--- src/rtl/synth_arb_mc.sv ---
`default_nettype none
// ============================================================================
// Module      : synth_arb_mc
// Description : Round-robin sequencer for NUM_OPS synth operators. Each slot
//               steps an operator, waits for output FIFO space, and issues a
//               FIFO write strobe. Memory-bus register writes are queued, and
//               at most one queued write is decoded into a synth command
//               between operator slots.
// Revision    : 1.0  initial release
// ============================================================================
module synth_arb_mc #(
  parameter  int NUM_OPS    = 4,
  parameter  int DATA_W     = 8,
  parameter  int REQ_DEPTH  = 4,
  parameter  int RESET_WAIT = 16,
  localparam int c_OP_W     = (NUM_OPS > 1) ? $clog2(NUM_OPS) : 1
) (
  input  logic              clk,
  input  logic              reset_n,
  input  logic [7:0]        memadrs,
  input  logic [DATA_W-1:0] memdata,
  input  logic              wreq,
  input  logic              fifo_full,
  output logic [7:0]        synth_ctrl,
  output logic [DATA_W-1:0] synth_data,
  output logic [c_OP_W-1:0] synth_op,
  output logic              frame_strb,
  output logic              req_full,
  output logic              req_err
);

  localparam int c_PTR_W  = $clog2(REQ_DEPTH);
  localparam int c_CNT_W  = c_PTR_W + 1;
  localparam int c_WAIT_W = (RESET_WAIT > 1) ? $clog2(RESET_WAIT) : 1;
  localparam int c_ENT_W  = 8 + DATA_W;
  localparam logic [c_OP_W-1:0]   c_LAST_OP  = c_OP_W'(NUM_OPS - 1);
  localparam logic [c_WAIT_W-1:0] c_WAIT_END = c_WAIT_W'(RESET_WAIT - 1);
  localparam logic [c_CNT_W-1:0]  c_DEPTH    = c_CNT_W'(REQ_DEPTH);

  typedef enum logic [2:0] {
    S_WAIT  = 3'd0,
    S_STEP  = 3'd1,
    S_FCHK  = 3'd2,
    S_WRITE = 3'd3,
    S_WWAIT = 3'd4,
    S_CHECK = 3'd5,
    S_CMD   = 3'd6,
    S_DONE  = 3'd7
  } state_t;

  state_t                r_state;
  state_t                w_state_nxt;
  logic [c_OP_W-1:0]     r_k;
  logic [c_WAIT_W-1:0]   r_wait_cnt;
  logic                  r_wreq_d;

  // Request queue storage and bookkeeping
  logic [c_ENT_W-1:0]    r_q_mem [REQ_DEPTH];
  logic [c_PTR_W-1:0]    r_wr_ptr;
  logic [c_PTR_W-1:0]    r_rd_ptr;
  logic [c_CNT_W-1:0]    r_count;
  logic [c_CNT_W-1:0]    w_count_nxt;
  logic                  w_push, w_pop, w_accept, w_drop, w_empty, w_full;
  logic [c_ENT_W-1:0]    w_head;
  logic [3:0]            w_hi, w_lo;
  logic                  w_lo_ok;

  // Decoded command for the queue head
  logic [2:0]            w_dec_cmd;
  logic                  w_dec_act;
  logic [c_OP_W-1:0]     w_dec_op;
  logic                  w_dec_bad;

  // Values to be registered onto the outputs
  logic [7:0]            w_ctrl;
  logic [c_OP_W-1:0]     w_op;
  logic                  w_frame, w_load_data, w_cmd_bad, w_k_adv, w_wait_inc;

  assign w_push   = wreq && !r_wreq_d;
  assign w_empty  = (r_count == '0);
  assign w_full   = (r_count == c_DEPTH);
  assign w_pop    = (r_state == S_DONE) && !w_empty;
  // A full queue still accepts a push when the head leaves in the same cycle
  assign w_accept = w_push && (!w_full || w_pop);
  assign w_drop   = w_push && w_full && !w_pop;
  assign w_head   = r_q_mem[r_rd_ptr];
  assign w_hi     = w_head[c_ENT_W-1 -: 4];
  assign w_lo     = w_head[c_ENT_W-5 -: 4];
  assign w_lo_ok  = (w_lo != 4'd0) && (int'(w_lo) <= NUM_OPS);

  // Next queue occupancy
  always_comb begin
    w_count_nxt = r_count;
    if (w_accept && !w_pop) begin
      w_count_nxt = r_count + c_CNT_W'(1);
    end else if (!w_accept && w_pop) begin
      w_count_nxt = r_count - c_CNT_W'(1);
    end
  end

  // Queue entry storage (data only, no reset needed)
  always_ff @(posedge clk) begin
    if (w_accept) begin
      r_q_mem[r_wr_ptr] <= {memadrs, memdata};
    end
  end

  // Queue pointers, occupancy and wreq edge register
  always_ff @(posedge clk or negedge reset_n) begin
    if (!reset_n) begin
      r_wr_ptr <= '0;
      r_rd_ptr <= '0;
      r_count  <= '0;
      r_wreq_d <= 1'b0;
    end else begin
      r_wreq_d <= wreq;
      r_count  <= w_count_nxt;
      if (w_accept) r_wr_ptr <= r_wr_ptr + c_PTR_W'(1);
      if (w_pop)    r_rd_ptr <= r_rd_ptr + c_PTR_W'(1);
    end
  end

  // Address decode of the queue head into a synth command
  always_comb begin
    w_dec_cmd = 3'b000;
    w_dec_act = 1'b0;
    w_dec_op  = '0;
    w_dec_bad = 1'b0;
    case (w_hi)
      4'h0, 4'h1, 4'h2: begin
        if (w_lo_ok) begin
          w_dec_cmd = (w_hi == 4'h0) ? 3'b100 : ((w_hi == 4'h1) ? 3'b001 : 3'b101);
          w_dec_act = 1'b1;
          w_dec_op  = c_OP_W'(w_lo - 4'd1);
        end else begin
          w_dec_bad = 1'b1;
        end
      end
      4'h8:    w_dec_cmd = 3'b010;
      default: w_dec_bad = 1'b1;
    endcase
  end

  // Slot sequencer: next state and the output values for the current state
  always_comb begin
    w_state_nxt = r_state;
    w_ctrl      = 8'h00;
    w_op        = r_k;
    w_frame     = 1'b0;
    w_load_data = 1'b0;
    w_cmd_bad   = 1'b0;
    w_k_adv     = 1'b0;
    w_wait_inc  = 1'b0;
    case (r_state)
      S_WAIT: begin
        if (r_wait_cnt == c_WAIT_END) w_state_nxt = S_STEP;
        else                          w_wait_inc  = 1'b1;
      end
      S_STEP: begin
        w_ctrl      = 8'h01;
        w_state_nxt = S_FCHK;
      end
      S_FCHK: begin
        if (!fifo_full) w_state_nxt = S_WRITE;
      end
      S_WRITE: begin
        w_ctrl      = 8'h81;
        w_frame     = (r_k == c_LAST_OP);
        w_state_nxt = S_WWAIT;
      end
      S_WWAIT: w_state_nxt = S_CHECK;
      S_CHECK: begin
        if (!w_empty) begin
          w_state_nxt = S_CMD;
        end else begin
          w_k_adv     = 1'b1;
          w_state_nxt = S_STEP;
        end
      end
      S_CMD: begin
        w_ctrl      = {1'b0, w_dec_cmd, 3'b000, w_dec_act};
        w_op        = w_dec_op;
        w_load_data = 1'b1;
        w_cmd_bad   = w_dec_bad;
        w_state_nxt = S_DONE;
      end
      S_DONE: begin
        w_k_adv     = 1'b1;
        w_state_nxt = S_STEP;
      end
      default: w_state_nxt = S_WAIT;
    endcase
  end

  // FSM state, operator index and reset-recovery counter
  always_ff @(posedge clk or negedge reset_n) begin
    if (!reset_n) begin
      r_state    <= S_WAIT;
      r_k        <= '0;
      r_wait_cnt <= '0;
    end else begin
      r_state <= w_state_nxt;
      if (w_k_adv) r_k <= (r_k == c_LAST_OP) ? '0 : r_k + c_OP_W'(1);
      if (w_wait_inc) r_wait_cnt <= r_wait_cnt + c_WAIT_W'(1);
      else            r_wait_cnt <= '0;
    end
  end

  // Registered outputs; synth_data and req_err hold between updates
  always_ff @(posedge clk or negedge reset_n) begin
    if (!reset_n) begin
      synth_ctrl <= 8'h00;
      synth_data <= '0;
      synth_op   <= '0;
      frame_strb <= 1'b0;
      req_full   <= 1'b0;
      req_err    <= 1'b0;
    end else begin
      synth_ctrl <= w_ctrl;
      synth_op   <= w_op;
      frame_strb <= w_frame;
      req_full   <= (w_count_nxt == c_DEPTH);
      if (w_load_data) synth_data <= w_head[DATA_W-1:0];
      if (w_drop || w_cmd_bad) req_err <= 1'b1;
    end
  end

endmodule
`default_nettype wire

--- config.mk ---
export PLATFORM = sky130hd
export DESIGN_NAME = synth_arb_mc
export DESIGN_NICKNAME = d
export VERILOG_FILES = /design/src/rtl/synth_arb_mc.sv
export SDC_FILE = /design/constraint.sdc
export NUM_CORES = 1
export LEC_CHECK = 0
export ABC_AREA = 1
export CAP_MARGIN = 10
export CORE_ASPECT_RATIO = 1.75
export CORE_UTILIZATION = 30
export CTS_BUF_LIST = sky130_fd_sc_hd__clkbuf_4
export CTS_CLUSTER_SIZE = 40
export DETAILED_ROUTE_END_ITERATION = 12
export PLACE_DENSITY = 0.51
export SLEW_MARGIN = 20
export SYNTH_ARGS = -nofsm -noshare
export SYNTH_HDL_FRONTEND = slang
export SYNTH_SLANG_ARGS = --single-unit
--- constraint.sdc ---
create_clock -name clk -period 2.5 [get_ports clk]
set_input_delay 0.75 -clock clk [delete_from_list [all_inputs] [get_ports clk]]
set_output_delay 0.75 -clock clk [all_outputs]
set_load 0.05 [all_outputs]
==> results.toml <==
[yosys]
ys_seq_area_frac = 0.688
syn_inst = 359
netlist_area_um2 = 4070
yosysWarnings = 0
syn_area_per_cell_um2 = 11.3
synth-seq-cells = 99
synth_cell_types = 34
synth_flop_cell = "edfxtp_1"
synth_edf_count = 64
async_reset_ff_frac = 0.354

[place]
placed_area_um2 = 4710
place_ws_ns = 0.149
port_buffers = 37
dp_hpwl_mm = 5.63
place_congestion = 0.776

[timing]
max_slew_margin = 0.467
fin_skew_ns = 0.0120
rsz0062_at_grt = "false"
hold_viol_final = 0
finalWorstSetupSlack_ns = 0.0963
fin_crit_sh = 0.961
clock.fmax_mhz = 416
tns_ns = 0
slew_viol_final = 0
setup_violations = 0
worst_slew_pin_slew_ns = 0.800
fin_crit_ns = 2.40

[clock_tree]
cts_buffers = 9
clock_sinks = 99
cts_root_buffer = "clkbuf_4"
cts-resized-gates = 0
clk_pin_slew_ns = 0.16
holdBufCountCts = 0
cts_max_path_buffers = 2
htree_levels = 3
post-cts-setup-buffers = 0
cts_tree = "done"
clk_latency_ns = 0.44

[layout]
final_cell_mix = "nand2_1, edfxtp_1, nor2_1, clkdlybuf4s50_1, dfrtp_1"
area_growth_pct = 19.1
drive_gt1_frac = 0.0947
fin_area_um2 = 4840
final_common_cell = "nand2_1"
layout.nets = 437

[run]
cap_viol_max_count = 0

[routing]
vias = 2569
drt_iter0_drc = 121
dr.pass1.iters = 4
ant_nets = 0
wire_per_inst_um = 13.4
drt-total-wl_mm = 7.81
drc = 0
vias_per_cell = 4.40

[global_route]
grt_start_max_net_pins = 36
antenna_found_initial = 1
grt_pass1_vias = 2705
track_usage = 0.122
grt_pass1_wl_mm = 13.1
grt-ovfl-total = 0

[floorplan]
core_um2 = 13100
io_pins = 41
die_w_um = 90.0
die-area_um2 = 14000
num_rows = 55
start_util = 0.311
dieHeight_um = 156

[setup_path]
crit_family = "buffers and inverters"
crit_chain = "clkdlybuf4s50_1"
crit_path_end_kind = "output pin"
critical-path-max-stage-delay_ns = 0.81
r2r_start = "r_count[0]"
reg2reg_to = "r_q_mem[2][9]"
crit_path_start_kind = "register"
cp_num_buf_inv = 1
cp_max_fo = 2
worstPathArrival_ns = 1.65
cp_slowest_cell = "clkdlybuf4s50_1"
worst_ep_required_time_ns = 1.75
reg2regPathDepth = 8
reg2reg_slack_ns = 0.46
crit_type = "reg2out"

[hold_path]
hp-class = "in2async"

[power]
leakagePower_nw = 1.94
ir_drop_mv = 0.283
power.density_nw_per_um2 = 1090
power_mw = 5.28

[outcome]
outcome = "finished, final reports clean"
## registers in the layout, summed over array words and instances (netlist names)
name        cells
r_q_mem        64
synth_op        2
r_rd_ptr        2
r_state         3
synth_ctrl      5
r_count         3
frame_strb      1
req_full        1
req_err         1
r_wait_cnt      4
r_wreq_d        1
r_wr_ptr        2
r_k             2
synth_data      8
## cells in the mapped netlist, types with 2 or more instances
master / n / area [um2]
edfxtp_1: 64 / 1920
inv_2: 5 / 18.8
o21ai_0: 20 / 100
dfrtp_1: 35 / 876
nor2_1: 43 / 161
clkbuf_1: 5 / 18.8
buf_4: 3 / 22.5
inv_1: 24 / 90.1
nand2_1: 85 / 319
o22ai_1: 8 / 50.1
xnor2_1: 2 / 17.5
nand3_1: 19 / 95.1
nand4_1: 3 / 18.8
a21oi_1: 8 / 40.0
ha_1: 10 / 125
xor2_1: 3 / 26.3
buf_2: 4 / 20.0
nor2_4: 2 / 22.5
## cells by family after synthesis
group | count (synthesis) | share of synthesized area
AO/OA/AOI/OAI | 44 | 0.0619
XOR/XNOR | 5 | 0.0108
adder cells (fa/ha/maj) | 10 | 0.0308
buffers and inverters | 42 | 0.0446
flip-flops | 99 | 0.688
multiplexers | 1 | 0.00277
other | 1 | 0.000922
AND/OR/NAND/NOR | 157 | 0.160
## final cells by class
cell class / count / area, um2
Fill cell: 1310 / 8230
Sequential cell: 99 / 2800
Multi-Input combinational cell: 220 / 1090
Timing Repair Buffer: 48 / 498
Tap cell: 171 / 214
Inverter: 29 / 109
Clock buffer: 9 / 67.6
Clock inverter: 7 / 61.3
Antenna cell: 1 / 2.50
## routing by layer
metal	GRT usage	wire, um
met5	0	0
met4	0.0707	201
met3	0.0214	167
met2	0.234	4270
met1	0.123	3170
## stage by stage
stage	utilization	cells	hold WS [ns]
floorplan	-	361	0.431
global placement	0.360	567	0.454
detailed placement	0.360	567	0.462
CTS	0.370	583	0.371
global route	0.371	584	0.409
finish	0.371	584	0.370
## worst max path at each step
stage | end | slack, ns | start | cells past startpoint
6_report | synth_data[7] | 0.1 | synth_data[7] | 1
5_1_grt | synth_data[4] | 0.02 | synth_data[4] | 1
4_1_cts | synth_data[7] | 0.05 | synth_data[7] | 1
3_5_place_dp | r_q_mem[2][1] | 0.15 | wreq | 6
3_3_place_gp | r_q_mem[2][1] | 0.16 | wreq | 6
2_1_floorplan | r_q_mem[0][0] | 0.30 | r_count[0] | 7
## where the power goes
| part | internal [mW] | switching, mW |
|---|---|---|
| combinational | 0.778 | 1.47 |
| clock | 0.220 | 0.548 |
| sequential | 2.07 | 0.198 |
| total | 3.07 | 2.21 |
Note: power is estimated with default switching activity, not from simulation.
